$ cat config.mk
export PLATFORM = sky130hd
export DESIGN_NAME = fetch_ras
export DESIGN_NICKNAME = d
export VERILOG_FILES = /design/src/rtl/fetch_ras.sv
export SDC_FILE = /design/constraint.sdc
export NUM_CORES = 1
export LEC_CHECK = 0
export CAP_MARGIN = 15
export CORE_MARGIN = 1
export CORE_UTILIZATION = 31
export CTS_BUF_LIST = sky130_fd_sc_hd__clkbuf_4 sky130_fd_sc_hd__clkbuf_8
export DETAILED_ROUTE_END_ITERATION = 10
export GPL_TIMING_DRIVEN = 0
export SETUP_SLACK_MARGIN = 0.3
export SLEW_MARGIN = 15
export SYNTH_ARGS = -nofsm -noshare
export SYNTH_HDL_FRONTEND = slang
export SYNTH_SLANG_ARGS = --single-unit
$ cat constraint.sdc
create_clock -name clk -period 47.1 [get_ports clk]
set_input_delay 4.71 -clock clk [delete_from_list [all_inputs] [get_ports clk]]
set_output_delay 4.71 -clock clk [all_outputs]
set_load 0.05 [all_outputs]
$ cat src/rtl/fetch_ras.sv
// fetch_ras: return address stack for fetch 1.
// A circular stack of return addresses. The decoder reads the top entry as the
// predicted target for RET and JSR_COROUTINE, and applies a push, pop or
// pop-then-push code each cycle. Occupancy saturates at DEPTH.
// Optional feature macro: RAS_CKPT_EN. When it is defined, the recover_* ports
// exist and let fetch restore a checkpointed TOS, occupancy and top entry after
// a redirect.
module fetch_ras #(
  parameter int DEPTH = 8,
  parameter int PTR_W = 3
) (
  input  logic             clk,
  input  logic             reset,
  input  logic             stall_i,
  input  logic             ras_vld_i,
  input  logic [1:0]       ras_ctl_i,
  input  logic [63:0]      pc_i,
  output logic [63:0]      ras_data_o,
  output logic             ras_empty_o,
  output logic             ras_full_o,
  output logic [PTR_W-1:0] ras_tos_o,
  output logic [PTR_W:0]   ras_cnt_o
`ifdef RAS_CKPT_EN
  ,
  input  logic             recover_i,
  input  logic [PTR_W-1:0] recover_tos_i,
  input  logic [PTR_W:0]   recover_cnt_i,
  input  logic [63:0]      recover_data_i
`endif
);

  localparam logic [1:0]       CTL_PUSH = 2'b01;
  localparam logic [1:0]       CTL_POP  = 2'b10;
  localparam logic [1:0]       CTL_PP   = 2'b11;
  localparam logic [PTR_W:0]   FULL_CNT = (PTR_W+1)'(DEPTH);
  localparam logic [PTR_W-1:0] TOS_RST  = PTR_W'(DEPTH-1);

  logic [63:0]      mem_q [DEPTH];
  logic [63:0]      mem_d [DEPTH];
  logic [PTR_W-1:0] tos_q, tos_d;
  logic [PTR_W:0]   cnt_q, cnt_d;

  logic             upd;
  logic [63:0]      ret_addr;
  logic [PTR_W-1:0] tos_inc, tos_dec;
  logic             wr_en;
  logic [PTR_W-1:0] wr_idx;
  logic [63:0]      wr_data;

  assign upd      = ras_vld_i & ~stall_i;
  assign ret_addr = pc_i + 64'd4;
  // Pointer width equals log2(DEPTH), so plain +/-1 wraps modulo DEPTH.
  assign tos_inc  = tos_q + PTR_W'(1);
  assign tos_dec  = tos_q - PTR_W'(1);

  // Next-state for pointer, occupancy and the single entry write this cycle.
  always_comb begin
    tos_d   = tos_q;
    cnt_d   = cnt_q;
    wr_en   = 1'b0;
    wr_idx  = tos_inc;
    wr_data = ret_addr;
    if (upd) begin
      // Pop-then-push on an empty stack degrades to a plain push.
      if (ras_ctl_i == CTL_PUSH || (ras_ctl_i == CTL_PP && cnt_q == '0)) begin
        wr_en  = 1'b1;
        wr_idx = tos_inc;
        tos_d  = tos_inc;
        // At full the oldest entry is overwritten; occupancy stays saturated.
        cnt_d  = (cnt_q == FULL_CNT) ? cnt_q : cnt_q + (PTR_W+1)'(1);
      end else if (ras_ctl_i == CTL_POP) begin
        // Underflow is ignored; entries are never cleared on pop.
        if (cnt_q != '0) begin
          tos_d = tos_dec;
          cnt_d = cnt_q - (PTR_W+1)'(1);
        end
      end else if (ras_ctl_i == CTL_PP) begin
        wr_en  = 1'b1;
        wr_idx = tos_q;
      end
    end
`ifdef RAS_CKPT_EN
    // Recovery overrides stall and any stack op in the same cycle.
    if (recover_i) begin
      tos_d   = recover_tos_i;
      cnt_d   = (recover_cnt_i > FULL_CNT) ? FULL_CNT : recover_cnt_i;
      wr_en   = 1'b1;
      wr_idx  = recover_tos_i;
      wr_data = recover_data_i;
    end
`endif
  end

  // Entry array next state: at most one entry changes per cycle.
  always_comb begin
    mem_d = mem_q;
    if (wr_en) mem_d[wr_idx] = wr_data;
  end

  // State registers with immediate clear on reset.
  always_ff @(posedge clk or posedge reset) begin
    if (reset) begin
      for (int i = 0; i < DEPTH; i++) mem_q[i] <= '0;
      tos_q <= TOS_RST;
      cnt_q <= '0;
    end else begin
      mem_q <= mem_d;
      tos_q <= tos_d;
      cnt_q <= cnt_d;
    end
  end

  // Registered state, combinational read: decoder sees the pre-update TOS.
  assign ras_data_o  = mem_q[tos_q];
  assign ras_empty_o = (cnt_q == '0);
  assign ras_full_o  = (cnt_q == FULL_CNT);
  assign ras_tos_o   = tos_q;
  assign ras_cnt_o   = cnt_q;

endmodule

# After elaboration in Yosys (flattened, before gate mapping)
# Index checks and enable logic that the tools add are counted.
# W data, S select, Z words.
[word_totals]
regBits = 519
inputBits = 70
output_inout_bits = 73
[classes]
n_reduce_logical = 9
bitwise = 4
eq_ne = 5
n_addsub = 5
n_mux = 21
magnitude_cmp = 3
[ops]
columns = ["operator", "n"]
rows = [
  ["$bwmux W512", 1],
  ["$bmux W64 S3", 1],
  ["$demux W64 S3", 1],
  ["$mux W64", 3],
  ["$add A64 B3 Y64 const B", 1],
  ["$mux W3", 7],
  ["$mux W4", 4],
  ["$ge A4 B4 Y1 const B", 2],
  ["$not A3 Y4", 2],
  ["$add A4 B1 Y4 const B", 1],
  ["$eq A2 B2 Y1 const B", 2],
  ["$eq A4 B4 Y1 const B", 1],
  ["$logic_not A4 Y1", 1],
  ["$lt A4 B1 Y1 const B", 1],
  ["$mux W1", 4],
  ["$reduce_and A4 Y1", 1],
  ["$reduce_bool A2 Y1", 2],
  ["$reduce_bool A4 Y1", 1],
  ["$sub A4 B1 Y4 const B", 1],
  ["$add A3 B1 Y3 const B", 1],
  ["$reduce_and A3 Y1", 1],
  ["$sub A3 B1 Y3 const B", 1],
  ["$eq A2 B1 Y1 const B", 1],
  ["$logic_and A1 B1 Y1", 2],
  ["other kinds (4)", 4],
]

# Longest topological paths before layout
[logic_depth]
depth_word = 11
ltp_mapped = 10

# Worst setup path after synthesis
# OpenSTA, ideal clock, no wires.
[synth_path]
path_type = "reg2out"
startpoint = "register tos_q[0] (netlist: ras_tos_o[0])"
endpoint = "output ras_data_o[53]"
arrival_time_ns = 3.068
stages_incl_launch_ff = 7
slack_ns = 39.322
path_cell_list = "dfstp_2 clkbuf_1 buf_1 clkbuf_1 clkbuf_1 mux4_2 mux2_2"
[synth_via]
elab_chain_cells = 4
[synth_rtl]
columns = ["item", "line_no", "rtl"]
rows = [
  ["from (decl)", "40", "logic [PTR_W-1:0] tos_q, tos_d;"],
  ["from (signal assigned)", "108", "tos_q <= tos_d;"],
  ["$not A3 Y4 (implied by the code)", "114", "assign ras_data_o = mem_q[tos_q];"],
  ["$bmux W64 S3", "114", ""],
  ["$mux W64 (implied by the code) (2 in series)", "114", ""],
  ["to (decl)", "18", "output logic [63:0] ras_data_o,"],
]
# Every way passes these cells. The select of a mux whose other input is x is not followed.

# Worst setup path after layout
[layout_path]
startpoint = "register tos_q[0] (netlist: ras_tos_o[0])"
endpoint = "output ras_data_o[61]"
# The elaborated chain is that of the path after synthesis.

==> metrics.log <==
[metrics] port bufs: 140
[metrics] CP Data Required Time: about 42000 ps
[metrics] final estimated routing congestion in global placement: 0.9431
[metrics] hold violation count in the final report: 0
[metrics] setup violators final: 0
[metrics] vias after detailed routing: approximately 19k
[metrics] first-pass detailed-route iteration total: 7
[metrics] most common cell type on the critical path: clkbuf_1
[metrics] actual slew at the worst max-slew pin: roughly 1200 ps
[metrics] HPWL after DPL: between 50000 and 60000 um
[metrics] run status: finished, final reports clean
[metrics] average wire per standard cell: approximately 26 um
[metrics] global-route wire length before repair: 125900 um
[metrics] overall routed net length: roughly 85000 um
[metrics] dpl ws: around 38000 ps
[metrics] non-filler cells in the finished layout: between 3k and 4k
[metrics] gr usage total: about a fifth
[metrics] critical path buffer and inverter count: 5
[metrics] starting density of the core: around a third
[metrics] category of the worst setup path capture point: output port
[metrics] Setup Buffers After CTS: 0
[metrics] LEAKAGE: approximately 12 nW
[metrics] Synth warnings: 0
[metrics] Mapped Nets: between 2k and 2.5k
[metrics] cell with the largest stage delay on the worst path: buf_1
[metrics] clock sink count: about 520
[metrics] headroom to the max-slew limit: 21.19%
[metrics] Die Footprint: between 80000 and 90000 um2
[metrics] width of the chip: ~280 um
[metrics] Post-synth EDFFs: 0
[metrics] area of the core region: between 70000 and 80000 um2
[metrics] Synth Register Bits: 519
[metrics] cells resized by post-CTS repair: 0
[metrics] clock-pin slew on the worst setup and hold paths: about 60 ps
[metrics] setup repair after global routing missed its margin: no
[metrics] kind of cell adding the most delay to the critical path: buffers and inverters
[metrics] Data arrival, critical path: 5520 ps
[metrics] syn avg cell area: approximately 13 um2
[metrics] insertion delay of the later-clocked pin in the worst-skew pair: 730 ps
[metrics] proportion of synthesized flip-flops having asynchronous set or reset: 100.0%
[metrics] worst path cell trace: clkbuf_1 > buf_1 > clkbuf_1 > clkbuf_1 > mux4_2 > mux2_2 > clkdlybuf4s50_1
[metrics] IO Pins: 143
[metrics] gate count of the mapped netlist: about 1.9k
[metrics] number of nets with antenna violations after routing: 0
[metrics] fraction of final layout cells with drive strength greater than 1: between 20 and 30%
[metrics] DRC Markers: 0
[metrics] number of hold buffers added after CTS: 0
[metrics] worst setup margin: approximately 37000 ps
[metrics] buffer cell driving the clock tree root: clkbuf_8
[metrics] number of DRC markers after the initial detailed-route iteration: ~2.2k
[metrics] number of buffers added by the clock tree synthesis step: slightly above 90
[metrics] H-Tree Level Count: 3
[metrics] Crit Path Class: register to output port
[metrics] final worst path period need: around 10000 ps
[metrics] pin count of the biggest net entering global routing: 121
[metrics] initial antenna violation count: 8
[metrics] Fmax achieved: 97.73 MHz
[metrics] Max IR drop VDD: approximately 0.059 mV
[metrics] Final nets: ~2.3k
[metrics] final cell utilization of the core: 37.32%
[metrics] count of distinct cell types in the synthesized netlist: 46
[metrics] most used flip-flop cell after synthesis: dfrtp_1
[metrics] die height: 284.9 um
[metrics] total congestion overflow: 0
[metrics] Placed Cells: between 3k and 4k
[metrics] vias per std cell: roughly 5.8
[metrics] number of max-cap violations: 0
[metrics] via count of the first global-routing pass: between 15k and 20k
[metrics] total standard cell area after synthesis: ~25000 um2
[metrics] kind of path behind the tightest hold check: register to register
[metrics] CP Max Fanout: 10
[metrics] relative area change from synthesis to final layout: 19.05%
[metrics] post-route setup TNS: 0 ps
[metrics] Seq/Total Area, Yosys: 52.37%
[metrics] stage delay of the slowest cell on the critical path: between 800 and 900 ps
[metrics] Max Clock Skew: about 36 ps
[metrics] number of buffers between clock root and the deepest sink: 3
[metrics] crit start category: register
[metrics] part of the cycle the worst path needs: 21.72%
[metrics] Power Dens Cells: approximately 79 nW/um2
[metrics] clock tree from TritonCTS: built
[metrics] standard-cell rows: between 100 and 150
[metrics] max-slew violation total from the final report: 0
-- sequential cells by signal (all words and copies together), names as in the netlist --
| register | cells |
|---|---|
| mem_q | 512 |
| ras_cnt_o | 4 |
| ras_tos_o | 3 |
-- path summary, 6_finish.rpt --
kind	startpoint	slack (ps)	depth (start not counted)	endpoint
hold reg to reg	mem_q[95]	500	1	mem_q[95]
hold / removal	mem_q[95]	500	1	mem_q[95]
min in group asynchronous	reset	4550	2	mem_q[334]
setup reg to reg	ras_cnt_o[0]	42730	10	mem_q[324]
max in group asynchronous	reset	41060	4	mem_q[241]
setup / recovery	ras_tos_o[0]	36870	7	ras_data_o[61]
-- cells by family after synthesis --
| kind of cell | after synthesis | share of synthesized area, % |
|---|---|---|
| muxes | 445 | 25.99 |
| DFF | 519 | 52.37 |
| buffers and inverters | 190 | 3.238 |
| and+or+nand+nor | 180 | 4.192 |
| AOI/OAI and AO/OA | 552 | 12.00 |
| adders and majority gates | 6 | 0.3329 |
| xor gates and xnor gates | 53 | 1.871 |
-- cell type report --
| cell class | instances | area [um2] |
|---|---|---|
| timing repair buffer | 144 | 1511 |
| clock buffer | 141 | 1722 |
| sequential | 519 | 12990 |
| antenna | 1 | 2.502 |
| inverter | 15 | 63.81 |
| buffer | 175 | 747.0 |
| clock inverter | 19 | 153.9 |
| multi-input combinational | 1236 | 11020 |
| tap | 1050 | 1314 |
| fill | 7655 | 49600 |
-- per-layer routing --
layer / share of wire (%) / global-route usage (%) / vias to the layer above
met1: 40 / 26.81 / 9902
met4: 4.4 / 9.261 / 14
li1: - / - / 7865
met5: 0.097 / 0 / -
met2: 46 / 32.22 / 1036
met3: 9.5 / 5.648 / 227
-- cell usage after synthesis, drive strengths merged, types with 3 or more instances --
cell type | n | share of area, %
nand3 | 29 | 0.59
and3 | 3 | 0.076
mux4 | 128 | 12
dfrtp | 516 | 52
and4 | 4 | 0.14
mux2i | 4 | 0.16
a31oi | 122 | 3.1
nand2b | 3 | 0.076
dfstp | 3 | 0.32
clkbuf | 87 | 1.3
inv | 15 | 0.23
a21oi | 407 | 8.2
mux2 | 313 | 14
nor2 | 11 | 0.17
o21ai | 10 | 0.20
nor4 | 22 | 0.55
ha | 5 | 0.25
nand4 | 25 | 0.66
nand2 | 28 | 0.42
buf | 88 | 1.7
and2 | 9 | 0.23
xnor2 | 41 | 1.4
o41ai | 3 | 0.17
or4 | 17 | 0.53
xor2 | 12 | 0.42
nor3 | 5 | 0.10
o31ai | 4 | 0.12
or3 | 15 | 0.38
-- power by group --
| group | leakage [nW] | internal (mW) | switching (mW) |
|---|---|---|---|
| clock network | 1.01 | 0.239 | 0.197 |
| registers | 6.45 | 0.661 | 0.114 |
| logic | 4.53 | 0.472 | 0.657 |
| total | 12.0 | 1.37 | 0.968 |
-- through the flow --
| step | area [um2] | hold slack, ps | total power, mW |
|---|---|---|---|
| after global routing | 29530 | 510.4 | 2.449 |
| after detailed placement | 27650 | 490.0 | 1.907 |
| after global placement | 27520 | 483.5 | 1.871 |
| after CTS | 29530 | 502.6 | 2.344 |
| final | 29530 | 498.7 | 2.341 |
| after floorplan | 24810 | 474.4 | 1.531 |
-- placed cells by master (no fill, tap or decap), types with 4 or more instances in the layout --
cell | Yosys | layout
clkbuf_8 | 0 | 106
nand2_1 | 28 | 28
inv_1 | 15 | 14
a31oi_1 | 122 | 122
or4_1 | 16 | 16
dfrtp_1 | 516 | 516
nor4_1 | 22 | 21
xnor2_1 | 41 | 41
nor3_1 | 5 | 5
clkbuf_1 | 87 | 87
a21oi_1 | 407 | 407
mux2i_1 | 4 | 4
nand3_1 | 29 | 29
nor2_1 | 11 | 11
xor2_1 | 12 | 12
clkdlybuf4s50_1 | 0 | 140
buf_6 | 5 | 5
and4_1 | 4 | 4
clkinv_2 | 0 | 10
nand4_1 | 24 | 24
inv_6 | 0 | 4
o31ai_1 | 4 | 4
or3_1 | 15 | 15
o21ai_1 | 10 | 10
buf_2 | 42 | 42
mux4_2 | 128 | 128
mux2_2 | 313 | 313
ha_1 | 5 | 5
buf_16 | 0 | 4
clkbuf_4 | 0 | 35
and2_1 | 9 | 9
buf_1 | 41 | 41
Power figures use the tool's default switching activity.
